==> config.mk <==
export PLATFORM = sky130hd
export DESIGN_NAME = imem_loader_flat
export DESIGN_NICKNAME = d
export VERILOG_FILES = /design/src/rtl/imem_loader_if.sv /design/src/rtl/imem_loader.sv /design/src/flat_wrapper.sv
export SDC_FILE = /design/constraint.sdc
export NUM_CORES = 1
export LEC_CHECK = 0
export ABC_AREA = 0
export BUFFER_PORTS_ARGS = -buffer_cell sky130_fd_sc_hd__buf_2
export CAP_MARGIN = 20
export CORE_MARGIN = 1.5
export CORE_UTILIZATION = 59
export CTS_BUF_LIST = sky130_fd_sc_hd__clkbuf_8
export DETAILED_ROUTE_END_ITERATION = 6
export GPL_ROUTABILITY_DRIVEN = 0
export PLACE_DENSITY = 0.82
export SETUP_SLACK_MARGIN = 0.2
export SLEW_MARGIN = 20
export SYNTH_ARGS = -nofsm -noshare
export SYNTH_HDL_FRONTEND = slang
export SYNTH_SLANG_ARGS = --single-unit
==> constraint.sdc <==
create_clock -name clock -period 2.3 [get_ports clock]
set_input_delay 0.69 -clock clock [delete_from_list [all_inputs] [get_ports clock]]
set_output_delay 0.69 -clock clock [all_outputs]
set_load 0.01 [all_outputs]
==> src/rtl/imem_loader_if.sv <==
// Byte-stream input, imem write port and load status of the instruction-memory loader.
// slave is the loader's view; master is the view of whoever feeds bytes and watches the result.
interface imem_loader_if;
    logic        start;
    logic        byte_valid;
    logic [7:0]  byte_data;
    logic        byte_ready;
    logic        imem_we;
    logic [31:0] imem_addr;
    logic [31:0] imem_wd;
    logic        cpu_hold;
    logic        done;
    logic        error;
    logic [15:0] words_loaded;

    modport slave (
        input  start, byte_valid, byte_data,
        output byte_ready, imem_we, imem_addr, imem_wd,
        output cpu_hold, done, error, words_loaded
    );

    modport master (
        output start, byte_valid, byte_data,
        input  byte_ready, imem_we, imem_addr, imem_wd,
        input  cpu_hold, done, error, words_loaded
    );
endinterface

==> src/rtl/imem_loader.sv <==
// Instruction-memory loader.
// The loader receives a big-endian word count N, followed by N big-endian words.
// It writes each word to the next consecutive imem word address.
// The CPU is held in stall until the whole program is in place.
module imem_loader #(
    parameter logic [31:0] BASE_ADDR = 32'h0,
    parameter int          MAX_WORDS = 64
) (
    input logic          clock,
    input logic          reset,
    imem_loader_if.slave bus
);

    typedef enum logic [2:0] {IDLE, HDR, DATA, WRITE, DONE, ERR} state_t;

    state_t      state_reg, state_next;
    logic [1:0]  byte_cnt_reg;
    logic [31:0] count_reg;
    logic [31:0] word_reg;
    logic [31:0] addr_reg;
    logic [31:0] wd_reg;
    logic [15:0] idx_reg;
    logic [15:0] words_loaded_reg;

    logic        ready;
    logic        xfer;
    logic        last_byte;
    logic        load_start;
    logic [31:0] hdr_shift;
    logic [31:0] word_shift;
    logic [15:0] idx_plus1;

    // The FSM state register.
    always_ff @(posedge clock) begin
        if (reset) state_reg <= IDLE;
        else       state_reg <= state_next;
    end

    // Next-state logic, handshake decode and shift-in values.
    always_comb begin
        ready      = (state_reg == HDR) || (state_reg == DATA);
        xfer       = bus.byte_valid && ready;
        last_byte  = xfer && (byte_cnt_reg == 2'd3);
        hdr_shift  = {count_reg[23:0], bus.byte_data};
        word_shift = {word_reg[23:0], bus.byte_data};
        idx_plus1  = idx_reg + 16'd1;
        // start is honoured only between loads; a load in flight runs to completion
        load_start = bus.start &&
                     ((state_reg == IDLE) || (state_reg == DONE) || (state_reg == ERR));
        state_next = state_reg;
        case (state_reg)
            IDLE:  if (bus.start) state_next = HDR;
            HDR:   if (last_byte) begin
                       if (hdr_shift == 32'd0)                 state_next = DONE;
                       else if (hdr_shift > 32'(MAX_WORDS))    state_next = ERR;
                       else                                    state_next = DATA;
                   end
            DATA:  if (last_byte) state_next = WRITE;
            WRITE: state_next = ({16'h0, idx_plus1} == count_reg) ? DONE : DATA;
            DONE:  if (bus.start) state_next = HDR;
            ERR:   if (bus.start) state_next = HDR;
            default: state_next = IDLE;
        endcase
    end

    // Datapath: the header and word shift registers, the write address/data latch, and the counters.
    always_ff @(posedge clock) begin
        if (reset) begin
            byte_cnt_reg     <= 2'd0;
            count_reg        <= 32'd0;
            word_reg         <= 32'd0;
            addr_reg         <= BASE_ADDR;
            wd_reg           <= 32'd0;
            idx_reg          <= 16'd0;
            words_loaded_reg <= 16'd0;
        end else begin
            if (load_start) begin
                byte_cnt_reg     <= 2'd0;
                count_reg        <= 32'd0;
                word_reg         <= 32'd0;
                idx_reg          <= 16'd0;
                words_loaded_reg <= 16'd0;
            end
            if (xfer) begin
                byte_cnt_reg <= byte_cnt_reg + 2'd1;
                if (state_reg == HDR) count_reg <= hdr_shift;
                else                  word_reg  <= word_shift;
                // Latch address/data on the final byte so both stay stable outside the write pulse.
                if ((state_reg == DATA) && (byte_cnt_reg == 2'd3)) begin
                    addr_reg <= BASE_ADDR + {14'h0, idx_reg, 2'b00};
                    wd_reg   <= word_shift;
                end
            end
            if (state_reg == WRITE) begin
                idx_reg          <= idx_plus1;
                words_loaded_reg <= words_loaded_reg + 16'd1;
            end
        end
    end

    assign bus.byte_ready   = ready;
    assign bus.imem_we      = (state_reg == WRITE);
    assign bus.imem_addr    = addr_reg;
    assign bus.imem_wd      = wd_reg;
    assign bus.cpu_hold     = (state_reg != DONE);
    assign bus.done         = (state_reg == DONE);
    assign bus.error        = (state_reg == ERR);
    assign bus.words_loaded = words_loaded_reg;

endmodule

==> src/flat_wrapper.sv <==
// flat-port wrapper written by rule: the top's interface ports become plain ports
module imem_loader_flat 
#(
    parameter logic [31:0] BASE_ADDR = 32'h0,
    parameter int          MAX_WORDS = 64
)
  (clock, reset, bus_start, bus_byte_valid, bus_byte_data, bus_byte_ready, bus_imem_we, bus_imem_addr, bus_imem_wd, bus_cpu_hold, bus_done, bus_error, bus_words_loaded);
  imem_loader_if bus_i ();
  input logic clock;
  input logic reset;
  input wire logic [$bits(bus_i.start)-1:0] bus_start;
  input wire logic [$bits(bus_i.byte_valid)-1:0] bus_byte_valid;
  input wire logic [$bits(bus_i.byte_data)-1:0] bus_byte_data;
  output wire logic [$bits(bus_i.byte_ready)-1:0] bus_byte_ready;
  output wire logic [$bits(bus_i.imem_we)-1:0] bus_imem_we;
  output wire logic [$bits(bus_i.imem_addr)-1:0] bus_imem_addr;
  output wire logic [$bits(bus_i.imem_wd)-1:0] bus_imem_wd;
  output wire logic [$bits(bus_i.cpu_hold)-1:0] bus_cpu_hold;
  output wire logic [$bits(bus_i.done)-1:0] bus_done;
  output wire logic [$bits(bus_i.error)-1:0] bus_error;
  output wire logic [$bits(bus_i.words_loaded)-1:0] bus_words_loaded;
  assign bus_i.start = bus_start;
  assign bus_i.byte_valid = bus_byte_valid;
  assign bus_i.byte_data = bus_byte_data;
  assign bus_byte_ready = bus_i.byte_ready;
  assign bus_imem_we = bus_i.imem_we;
  assign bus_imem_addr = bus_i.imem_addr;
  assign bus_imem_wd = bus_i.imem_wd;
  assign bus_cpu_hold = bus_i.cpu_hold;
  assign bus_done = bus_i.done;
  assign bus_error = bus_i.error;
  assign bus_words_loaded = bus_i.words_loaded;
  imem_loader #(.BASE_ADDR(BASE_ADDR), .MAX_WORDS(MAX_WORDS)) u_core (.clock(clock), .reset(reset), .bus(bus_i));
endmodule
==> results.ini <==
[worst_setup_path]
setup.worst_path.end_class = flop
cpPeakStageDelay_ns = 0.40
worstReg2RegStart = u_core.idx_reg[10]$_SDFFE_PP0P_
cpMostUsedCell = buf_4
path_class = reg2reg
crit_required_ns = 2.62
crit_fanout = 9
r2r_slack_ns = -0.02
arrival_ns = 2.64
r2r-end = u_core.state_reg[1]$_SDFFE_PP0P_
crit_buf_inv = 3
cp-start-kind = flop
crit_chain = nand4_1 -> buf_4 -> nor4_2 -> buf_4 -> xnor2_1 -> nand4_1 -> nor4_2 -> buf_4 -> a31oi_1
r2r_cells = 9
crit_family = simple AND/OR/NAND/NOR gates
slowest_stage = dfxtp_4

[global_routing]
grt_pass1_vias = 5442
grt_use_total_pct = 28.70
grt_pass1_wl_um = 26540
antenna_found_initial = 0
grt_max_degree = 97
overflow = 0

[layout]
drive_above_1_share_pct = 21.92
antennaDiodeCount = 0
finalNonFillerCells = 1044
final_net_count = 910
area_growth_pct = 16.98
fin_area_um2 = 7498

[logic_synthesis]
synth_compound_area_share_pct = 16.22
synth_ff_type = dfxtp_1
synthAdderAreaFrac_pct = 0.5856
synth_top_family_by_area = simple AND/OR/NAND/NOR gates
ys_ff_latch = 141
synthSimpleGateAreaFrac_pct = 28.05
ys_warn_count = 0
synth_edf_count = 0
yosysMostFrequentCell = nand2_1
seq_area_frac_synth_pct = 44.04
synth_cell_type_count = 63
muxShareOfSynthArea_pct = 0.6832
synth_top_area_share_pct = 44.04
synth_xor_area_share_pct = 2.850
synth_commonest_cells = 178 x nand2_1, 141 x dfxtp_1, 130 x a21oi_1
syn_area_um2 = 6410
async_reset_ff_share_pct = 0
postSynthAreaPerCell_um2 = 7.779
synthCells = 824
yosys.area.top_type = dfxtp_1
synth_area_leaders = dfxtp_1 44%, nand2_1 10%, a21oi_1 10%, nand3_1 6.5%, clkbuf_1 2.5%

[clocking]
tritoncts = built
clockRootBuffer = clkbuf_8
cts_buffers = 17
clockBufferDepth = 2
clock-sinks = 141
clk_latency_ns = 0.44
cts_max_level = 4
path_clk_slew_ns = 0.09

[timing]
rsz0062_at_grt = yes
setup_slack_ns = -0.02248
skew_ns = 0.01136
post-route-period-util_pct = 101.0
worstMarginPinSlew_ns = 0.5492
slew_headroom_pct = 63.38
final_max_slew_viol_count = 0
fin_crit_ns = 2.322
hold_viol = 0
setup_viol = 2
max_freq_mhz = 430.6

[placed_design]
preCtsSetupSlack_ns = -0.04310
dpl_cell_area_um2 = 6847
port_buffers = 80
dpl.hpwl_um = 10820
place_inst = 998

[route]
drc = 0
wl_per_cell_um = 16.40
ant_nets = 0
firstDrtPassIters = 6
via_per_inst = 6.051
dr_total_vias = 6317
finalWirelength_um = 17130
drtIter0Drc = 704

[status]
violations = setup timing
status = complete, but fails checks

[floorplanning]
initial_core_util_pct = 61.54
die_h_um = 107.2
die_area_um2 = 11500
core_um2 = 10420
fp.dieW_um = 107.2
pin_count = 97
rows = 37

[worst_hold_path]
hold_path_end = u_core.bus.imem_wd[0]$_SDFFE_PP0P_
hold_class = reg2reg
min_from = u_core.bus.imem_wd[0]$_SDFFE_PP0P_
holdPathStages = 2

[power]
p_leak_nw = 2.830
powerDensity_nw_per_um2 = 683.7
vdd_drop_max_v = 0.0003635
total_power_w = 0.005126

[run]
drv_cap = 0

cell families (layout without fill, tap and decap cells):
kind of cell	after synthesis	count (layout)
other cells	1	16
fa+ha+maj	3	3
buf+inv	91	160
simple gates	379	379
xor+xnor	20	20
mux	4	4
flops	141	141
compound gates	185	185
worst max path at each step:
stage               cells past startpoint                               end                             start
floorplan                               8  u_core.state_reg[1]$_SDFFE_PP0P_    u_core.idx_reg[1]$_SDFFE_PP0P_
global placement                        7  u_core.state_reg[2]$_SDFFE_PP0P_                  bus_byte_data[2]
detailed placement                      7  u_core.state_reg[2]$_SDFFE_PP0P_                  bus_byte_data[2]
CTS                                     4                       bus_imem_we  u_core.state_reg[2]$_SDFFE_PP0P_
global route                            9  u_core.state_reg[1]$_SDFFE_PP0P_   u_core.idx_reg[10]$_SDFFE_PP0P_
finish                                  9  u_core.state_reg[1]$_SDFFE_PP0P_   u_core.idx_reg[10]$_SDFFE_PP0P_
through the flow:
stage / TNS [ns] / util (%) / hold slack (ns)
global placement: 0 / 65.73 / 0.4400
finish: -0.03815 / 71.99 / 0.4539
CTS: 0 / 70.17 / 0.4553
detailed placement: -0.04310 / 65.73 / 0.4441
floorplan: 0 / - / 0.4321
global route: -0.1260 / 71.99 / 0.4691
where the power goes:
group          leakage, nW  internal, W  switching, W
Sequential            1.15      0.00248     0.0000692
Clock                0.190     0.000803       0.00108
Combinational         1.49     0.000214      0.000482
placed cells by master, fill, tap and decap left out, types with 9 or more instances in the layout:
cell | netlist | final
nand4_1 | 13 | 13
xnor2_1 | 12 | 12
clkbuf_8 | 1 | 17
buf_2 | 14 | 79
o21ai_0 | 18 | 18
nor3_1 | 9 | 9
buf_4 | 18 | 36
nand2_1 | 178 | 178
nor2_1 | 37 | 36
a21oi_1 | 130 | 130
conb_1 | 1 | 16
nand3_1 | 83 | 81
dfxtp_2 | 0 | 10
dfxtp_1 | 141 | 125
final cells by class:
type / count / area, µm²
Inverter: 7 / 26.28
Tap cell: 136 / 170.2
Sequential cell: 141 / 2858
Multi-Input combinational cell: 607 / 3272
Timing Repair Buffer: 121 / 790.8
Clock buffer: 17 / 234.0
Fill cell: 814 / 2918
Clock inverter: 15 / 147.6
worst reg2reg max path, delay by kind of cell (launching register included):
| kind | cells | cell delay (ns) |
|---|---|---|
| simple gates | 4 | 1.00 |
| buf+inv | 3 | 0.60 |
| flops | 1 | 0.40 |
| xor+xnor | 1 | 0.12 |
| compound gates | 1 | 0.07 |
timing repair:
item,4_1_cts,5_1_grt
pin swaps,7,4
buffers inserted,4,9
resized for setup,20,22
setup endpoints to repair,7,5
cloned,0,1
hold buffers,0,0
per-layer routing:
layer  track usage [%]  up-vias  part of all wire, %
li1                  -     2966                    -
met3             5.957       53                  9.3
met2             45.04      386                   47
met4             10.48        0                  2.7
met1             38.95     2912                   41
met5                 0        -                    0
Power figures use the tool's default switching activity.
